**config.mk**
```make
export PLATFORM = sky130hd
export DESIGN_NAME = buffer_read_controller
export DESIGN_NICKNAME = d
export VERILOG_FILES = /design/src/rtl/buffer_read_controller.sv
export SDC_FILE = /design/constraint.sdc
export NUM_CORES = 1
export LEC_CHECK = 0
export ABC_CLOCK_PERIOD_IN_PS = 2400
export CAP_MARGIN = 30
export CORE_AREA = 2 2 77 61
export CTS_BUF_LIST = sky130_fd_sc_hd__clkbuf_2
export DETAILED_ROUTE_END_ITERATION = 8
export DIE_AREA = 0 0 79 63
export GPL_TIMING_DRIVEN = 0
export HOLD_SLACK_MARGIN = 0.1
export SLEW_MARGIN = 20
export SYNTH_ARGS = -nofsm -noshare
export SYNTH_HDL_FRONTEND = slang
export SYNTH_SLANG_ARGS = --single-unit
```
**constraint.sdc**
```tcl
create_clock -name clk -period 2.4 [get_ports clk]
set_input_delay 0.48 -clock clk [delete_from_list [all_inputs] [get_ports clk]]
set_output_delay 0.48 -clock clk [all_outputs]
set_load 0.01 [all_outputs]
```
**src/rtl/buffer_read_controller.sv**
```systemverilog
// Read-side controller for the circular line buffer: waits for a full window, streams it, frees STRIDE.
// Optional window counter (port win_cnt) is built when BUF_RD_WINCNT_EN is defined.
module buffer_read_controller #(
  parameter int DW     = 8,
  parameter int DEPTH  = 16,
  parameter int AW     = 4,
  parameter int CW     = 5,
  parameter int WIN    = 4,
  parameter int STRIDE = 1
) (
  input  logic          clk,
  input  logic          rst,
  input  logic          en,
  input  logic [CW-1:0] count,
  output logic          ren,
  output logic [AW-1:0] raddr,
  input  logic [DW-1:0] rdata,
  output logic [DW-1:0] out_data,
  output logic          out_valid,
  input  logic          out_ready,
  output logic          out_last,
  output logic          rel,
  output logic          stall,
  output logic          busy
`ifdef BUF_RD_WINCNT_EN
  ,
  output logic [15:0]   win_cnt
`endif
);

  localparam logic [2:0] S_IDLE    = 3'd0;
  localparam logic [2:0] S_WAIT    = 3'd1;
  localparam logic [2:0] S_FETCH   = 3'd2;
  localparam logic [2:0] S_CAPTURE = 3'd3;
  localparam logic [2:0] S_SEND    = 3'd4;
  localparam logic [2:0] S_RELEASE = 3'd5;

  localparam logic [AW:0]   DEPTH_X  = (AW+1)'(DEPTH);
  localparam logic [AW:0]   STRIDE_X = (AW+1)'(STRIDE);
  localparam logic [AW-1:0] LAST_OFF = AW'(WIN-1);
  localparam logic [CW-1:0] WIN_C    = CW'(WIN);

  logic [2:0]    state;
  logic [2:0]    state_n;
  logic [AW-1:0] rd_ptr;
  logic [AW-1:0] offset;
  logic [AW:0]   sum_a;
  logic [AW:0]   sum_aw;
  logic [AW:0]   sum_p;
  logic [AW:0]   sum_pw;
  logic [AW-1:0] ptr_n;
  logic          at_last;
  logic          enough;

  // Address and pointer sums are one bit wider so the wrap compare sees overflow.
  always_comb begin
    sum_a  = {1'b0, rd_ptr} + {1'b0, offset};
    sum_aw = sum_a - DEPTH_X;
    sum_p  = {1'b0, rd_ptr} + STRIDE_X;
    sum_pw = sum_p - DEPTH_X;
    raddr  = (sum_a >= DEPTH_X) ? sum_aw[AW-1:0] : sum_a[AW-1:0];
    ptr_n  = (sum_p >= DEPTH_X) ? sum_pw[AW-1:0] : sum_p[AW-1:0];
  end

  assign at_last = (offset == LAST_OFF);
  assign enough  = (count >= WIN_C);

  // Next-state decode.
  always_comb begin
    state_n = state;
    unique case (state)
      S_IDLE: begin
        if (en) state_n = S_WAIT;
      end
      S_WAIT: begin
        if (enough)   state_n = S_FETCH;
        else if (!en) state_n = S_IDLE;
      end
      S_FETCH: begin
        state_n = S_CAPTURE;
      end
      S_CAPTURE: begin
        state_n = S_SEND;
      end
      S_SEND: begin
        if (out_ready)
          state_n = at_last ? S_RELEASE : S_FETCH;
      end
      S_RELEASE: begin
        state_n = en ? S_WAIT : S_IDLE;
      end
      default: begin
        state_n = S_IDLE;
      end
    endcase
  end

  // State register.
  always_ff @(posedge clk or negedge rst) begin
    if (!rst) state <= S_IDLE;
    else      state <= state_n;
  end

  // Window offset: advances on each accepted word, cleared at release.
  always_ff @(posedge clk or negedge rst) begin
    if (!rst) begin
      offset <= '0;
    end else if (state == S_SEND && out_ready && !at_last) begin
      offset <= offset + 1'b1;
    end else if (state == S_RELEASE) begin
      offset <= '0;
    end
  end

  // Read pointer advances by STRIDE modulo DEPTH per completed window.
  always_ff @(posedge clk or negedge rst) begin
    if (!rst)                    rd_ptr <= '0;
    else if (state == S_RELEASE) rd_ptr <= ptr_n;
  end

  // Output word captured one cycle after the read; held through SEND.
  always_ff @(posedge clk or negedge rst) begin
    if (!rst)                    out_data <= '0;
    else if (state == S_CAPTURE) out_data <= rdata;
  end

`ifdef BUF_RD_WINCNT_EN
  // Released-window counter, wraps naturally at 16 bits.
  always_ff @(posedge clk or negedge rst) begin
    if (!rst)                    win_cnt <= '0;
    else if (state == S_RELEASE) win_cnt <= win_cnt + 16'd1;
  end
`endif

  assign ren       = (state == S_FETCH);
  assign out_valid = (state == S_SEND);
  assign out_last  = out_valid && at_last;
  assign rel       = (state == S_RELEASE);
  assign stall     = (state == S_WAIT) && !enough;
  assign busy      = (state != S_IDLE);

endmodule

```
**Word level (Yosys, flattened, before mapping)**

Index checks and enable logic that the tools add are counted.

- Add/subtract/negate cells: 5
- Order comparisons: 3
- Equal/unequal tests: 9
- Multiplexer cells: 11
- Reductions and logical operators: 10

Operator list:

| kind | number |
|---|---|
| case mux 3 bit (6 select lines) | 1 |
| 2-to-1 mux 4 bit | 4 |
| 2-to-1 mux 3 bit | 5 |
| >= comparator 5 bit (second input constant) | 2 |
| subtractor 4 x 1 -> 4 bit (second input constant) | 2 |
| == test 3 x 2 -> 1 bit (second input constant) | 2 |
| == test 3 bit (second input constant) | 2 |
| adder 4 x 1 -> 5 bit (second input constant) | 1 |
| adder 4 x 4 -> 5 bit | 1 |
| >= comparator 5 x 3 -> 1 bit (second input constant) | 1 |
| adder 4 x 1 -> 4 bit (second input constant) | 1 |
| == test 4 x 2 -> 1 bit (second input constant) | 1 |
| logical AND 1 bit | 4 |
| == test 3 x 1 -> 1 bit (second input constant) | 1 |
| logical NOT 3 bit | 1 |
| inequality test 3 bit (second input constant) | 1 |
| AND reduction 3 bit | 1 |
| nonzero test 3 bit | 1 |
| logical NOT 1 bit | 2 |
| inequality test 2 x 1 -> 1 bit (second input constant) | 1 |
| inequality test 2 bit (second input constant) | 1 |
| nonzero test 2 bit | 1 |
| 2-to-1 mux 1 bit | 1 |

- Register bits after elaboration: 19
- Input bits: 17
- Output and inout bits: 18
- Logic and storage cells: 42

**Logic depth before layout (Yosys ltp)**

- Word-level depth: 4
- Depth in mapped cells: 6
- Mapped depth without buffers: 5

**Worst setup path before layout**

OpenSTA, ideal clock, no wires.

- Path kind: register -> output
- From: reg rd_ptr[0]
- To: out raddr[2]
- Arrival time: 1,199 ps
- Data required time: 1,920 ps
- Slack: 721 ps
- Stages on the path, launching flop included: 5
- Path buffers: 0
- Path through: dfrtp_1 -> ha_1 -> inv_1 -> fa_1 -> xnor2_1

- Word-level cells in the longest chain between the ends: 3
- Elaborated cells on any way between the ends: 4
- Classes of those cells: add/sub (2); order compare (1); mux (1)

Ends and longest elaborated chain:

| element | line | text |
|---|---|---|
| start: declaration | 45 | `logic [AW-1:0] rd_ptr;` |
| start signal: assignment | 118 | `else if (state == S_RELEASE) rd_ptr <= ptr_n;` |
| adder 4 x 4 -> 5 bit * | 57 | `sum_a = {1'b0, rd_ptr} + {1'b0, offset};` |
| subtractor 4 x 1 -> 4 bit / >= comparator 5 bit (equally long branches) | 58, 61 |  |
| 2-to-1 mux 4 bit * | 61 | `raddr = (sum_a >= DEPTH_X) ? sum_aw[AW-1:0] : sum_a[AW-1:0];` |
| end: declaration | 16 | `output logic [AW-1:0] raddr,` |

Every way passes the cells marked *; elsewhere a longest branch is shown, timed or not.

**Worst setup path in the final report**

- From: in count[3]
- To: out stall

- Word-level cells in the longest chain between the ends: 3

Ends and longest elaborated chain:

| element | line | text |
|---|---|---|
| start: declaration | 14 | `input logic [CW-1:0] count,` |
| >= comparator 5 x 3 -> 1 bit | 66 | `assign enough = (count >= WIN_C);` |
| logical NOT 1 bit | 139 | `assign stall = (state == S_WAIT) && !enough;` |
| logical AND 1 bit | 139 |  |
| end: declaration | 23 | `output logic stall,` |

No other way between the ends.

==> metrics.txt <==
worst path bufs/invs 2; Final Hold Viols 0; Levels on crit path 4; Place WS -0.0391 ns; status completed; Hold WS around 0.35 ns; first-pass GRT wire length between 3 and 4 mm; initial antenna violation count 0; post-route minimum period around 2.3 ns; gr usage total 9.17%; Max stage delay on crit path approximately 0.52 ns; Synthesis Warnings 0; clock slew at reported path FFs between 0.15 and 0.2 ns; reg2reg end state[0]; clk_lat worst skew a little under 0.3 ns; GPL Wtd Cong 0.702; Root Buffer clkbuf_2; flops & latches, synth 19; Setup crit end stall; via count 850; PwrDens approximately 1100 mW/mm²; CORE AREA ~0.0043 mm²; CP max-delay cell clkdlybuf4s50_1; routed vias/inst 4.34; CP Cell Sequence clkdlybuf4s50_1, nor3_2, and2_1, clkdlybuf4s50_1; Chip Width between 70 and 80 µm; CP Data Required Time between 1.5 and 2 ns; critical path capture point type primary output; met3 usage 3.03%; num rows 21; die area roughly 0.005 mm²; Final Slew Violations 0; GR Layer Usage met1 11.2%; Synth Area per Inst roughly 11 µm²; fill count 449; hpwl dp 1.66 mm; CTS tree done; DR DRC count 0; reg-to-reg startpoint offset[1]; layer with the highest usage met2; CTS hold repair buffers 0; post-synth net total between 100 and 150; reg2reg path depth 5; Post-DP Area 0.00141 mm²; Post-Syn Area a little over 0.001 mm²; Leakage Power between 0.7 and 0.8 nW; multiplexer share of the synthesized area a little under an eighth; global route overflow 0; post-synthesis compound-gate area fraction 7.38%; delay-heaviest family, CP buffers and inverters; Worst Path Max Fanout 4; port bufs 32; Post-Synth XOR/XNOR Area under 10%; VDD IR max between 0.2 and 0.3 mV; Initial DRC Count 21; routed wire length about 2.3 mm; main combinational cell family by area after synthesis simple AND/OR/NAND/NOR gates; Ports 35; Num CTS Buffers 3; Slew HR a little under three quarters; total power draw between 1.5 and 2 mW; worst hold path class in -> async; met2 global-route usage between 10% and 20%; post-DR wirelength/cell 11.5 µm; RSZ-0062 raised after global routing no; MaxCap Viol Count 0; largest net degree at the start of global routing 20; Worst Setup SP count[3]; Die Ht 63 µm; adder-cell share of the synthesized area roughly 8.1%; vias in the first global route around 800; Final Core Density approximately 36%; Final ANT Viol Nets 0; CTS H-tree lvls 1; most used cell, CP clkdlybuf4s50_1; maximum clock path buffer count 2; Final nets around 160; Worst Setup Slack, final a little under 0.07 ns; WS Path Type in -> out; slack of the worst reg-to-reg path about 0.63 ns; FMAX about 430 MHz; Area Overhead vs Synth 48.8%; Starting Density between 20% and 30%; total clock sinks 19; Synth Instances 93; element type at the critical path start primary input; Setup-failing EPs final 0; drt first pass iters 4; simple-gate portion of the synthesized area between 10% and 20%; Ant. Diodes 0; Tightest Pin Transition ~0.43 ns; cell area after layout roughly 0.0015 mm²; Fin Clk Skew around 0.0057 ns; Synth cell types 32; CP arrival roughly 1.9 ns; Period Utilization, post-route ~97%; register area share after synthesis 46.7%; fraction of layout cells with a size suffix above 1 between 20 and 25%
-- report_power, final --
part	leakage, nW	internal (mW)	switching [mW]	total (mW)
Clock	0.0166	0.0442	0.0940	0.138
Combinational	0.464	0.566	0.427	0.993
Sequential	0.236	0.461	0.0932	0.554
-- state kept, by name (all words and copies together), names as in the netlist --
register	cells
state	3
offset	4
rd_ptr	4
out_data	8
-- through the flow --
stage	setup TNS, ns	instances
2_1_floorplan	0	93
3_3_place_gp	-0.0148	182
3_5_place_dp	-0.0391	182
4_1_cts	0	190
5_1_grt	0	196
6_report	0	196
-- cells in the mapped netlist, drive strengths merged --
cell     instances  area, µm²
nor2b            1       6.26
inv              7       26.3
a21oi            2       10.0
nor2             5       18.8
nor3             2       10.0
o22ai            1       6.26
o21ai            3       15.0
o311ai           1       8.76
and3             2       12.5
dfrtp           19        475
o311a            1       10.0
ha               5       62.6
nand4            2       12.5
or3b             1       11.3
or4              1       7.51
xnor2            5       43.8
fa               1       20.0
mux2i            2       20.0
nand3b           2       15.0
or3              1       6.26
nand2            6       22.5
buf              3       15.0
nor3b            2       15.0
a21o             1       7.51
and2             3       21.3
mux2             9        101
a32oi            1       8.76
nand3            2       10.0
o2111ai          1       8.76
xor2             1       8.76
-- worst min-delay path by stage --
stage / from / to / slack (ns) / depth (start not counted)
floorplan: rst / offset[0] / 0.18 / 0
global placement: rd_ptr[3] / rd_ptr[3] / 0.48 / 1
detailed placement: rd_ptr[3] / rd_ptr[3] / 0.48 / 1
CTS: rd_ptr[3] / rd_ptr[3] / 0.51 / 1
global route: rst / out_data[1] / 0.31 / 1
finish: rst / out_data[1] / 0.35 / 1
-- layout make-up --
type	count	area (µm²)	area share, %
Buffer	3	17.5	1.16
Clock buffer	4	20.0	1.32
Inverter	7	26.3	1.74
Multi-Input combinational cell	64	510	33.7
Sequential cell	19	475	31.4
Tap cell	57	71.3	4.71
Timing Repair Buffer	42	393	26.0
-- cell usage in the layout (no fill, tap or decap), drive strengths merged --
cell,synthesis,routed
nor3b,2,2
dfrtp,19,19
o311a,1,1
mux2i,2,2
nand4,2,2
clkbuf,0,6
or3b,1,1
nand3,2,2
nor2b,1,1
dlygate4sd2,0,3
ha,5,5
mux2,9,9
clkdlybuf4s50,0,27
nand3b,2,2
a21o,1,1
fa,1,1
inv,7,7
and2,3,3
o2111ai,1,1
and3,2,2
o21ai,3,3
a32oi,1,1
dlymetal6s2s,0,1
nor3,2,2
nor2,5,5
xor2,1,1
o311ai,1,1
buf,3,12
nand2,6,6
or3,1,1
a21oi,2,2
or4,1,1
o22ai,1,1
xnor2,5,5
-- what timing repair did --
item / in CTS / in global routing
hold endpoints to repair: 0 / 0
resized for setup: 6 / 5
setup buffers: 4 / 5
pin swaps: 0 / 1
setup endpoints to repair: 6 / 4
-- cells by family after synthesis --
family                     after synthesis
DFF                                     19
muxes                                   11
xor gates and xnor gates                 6
and+or+nand+nor                         30
AOI/OAI and AO/OA                       11
buffers and inverters                   10
adders and majority gates                6
-- routing by layer --
| metal | vias to the layer above | wire, µm |
|---|---|---|
| met2 | 16 | 1150 |
| li1 | 421 | - |
| met1 | 411 | 996 |
| met3 | 2 | 95 |
| met5 | - | 0 |
| met4 | 0 | 10 |
Power figures use the tool's default switching activity.
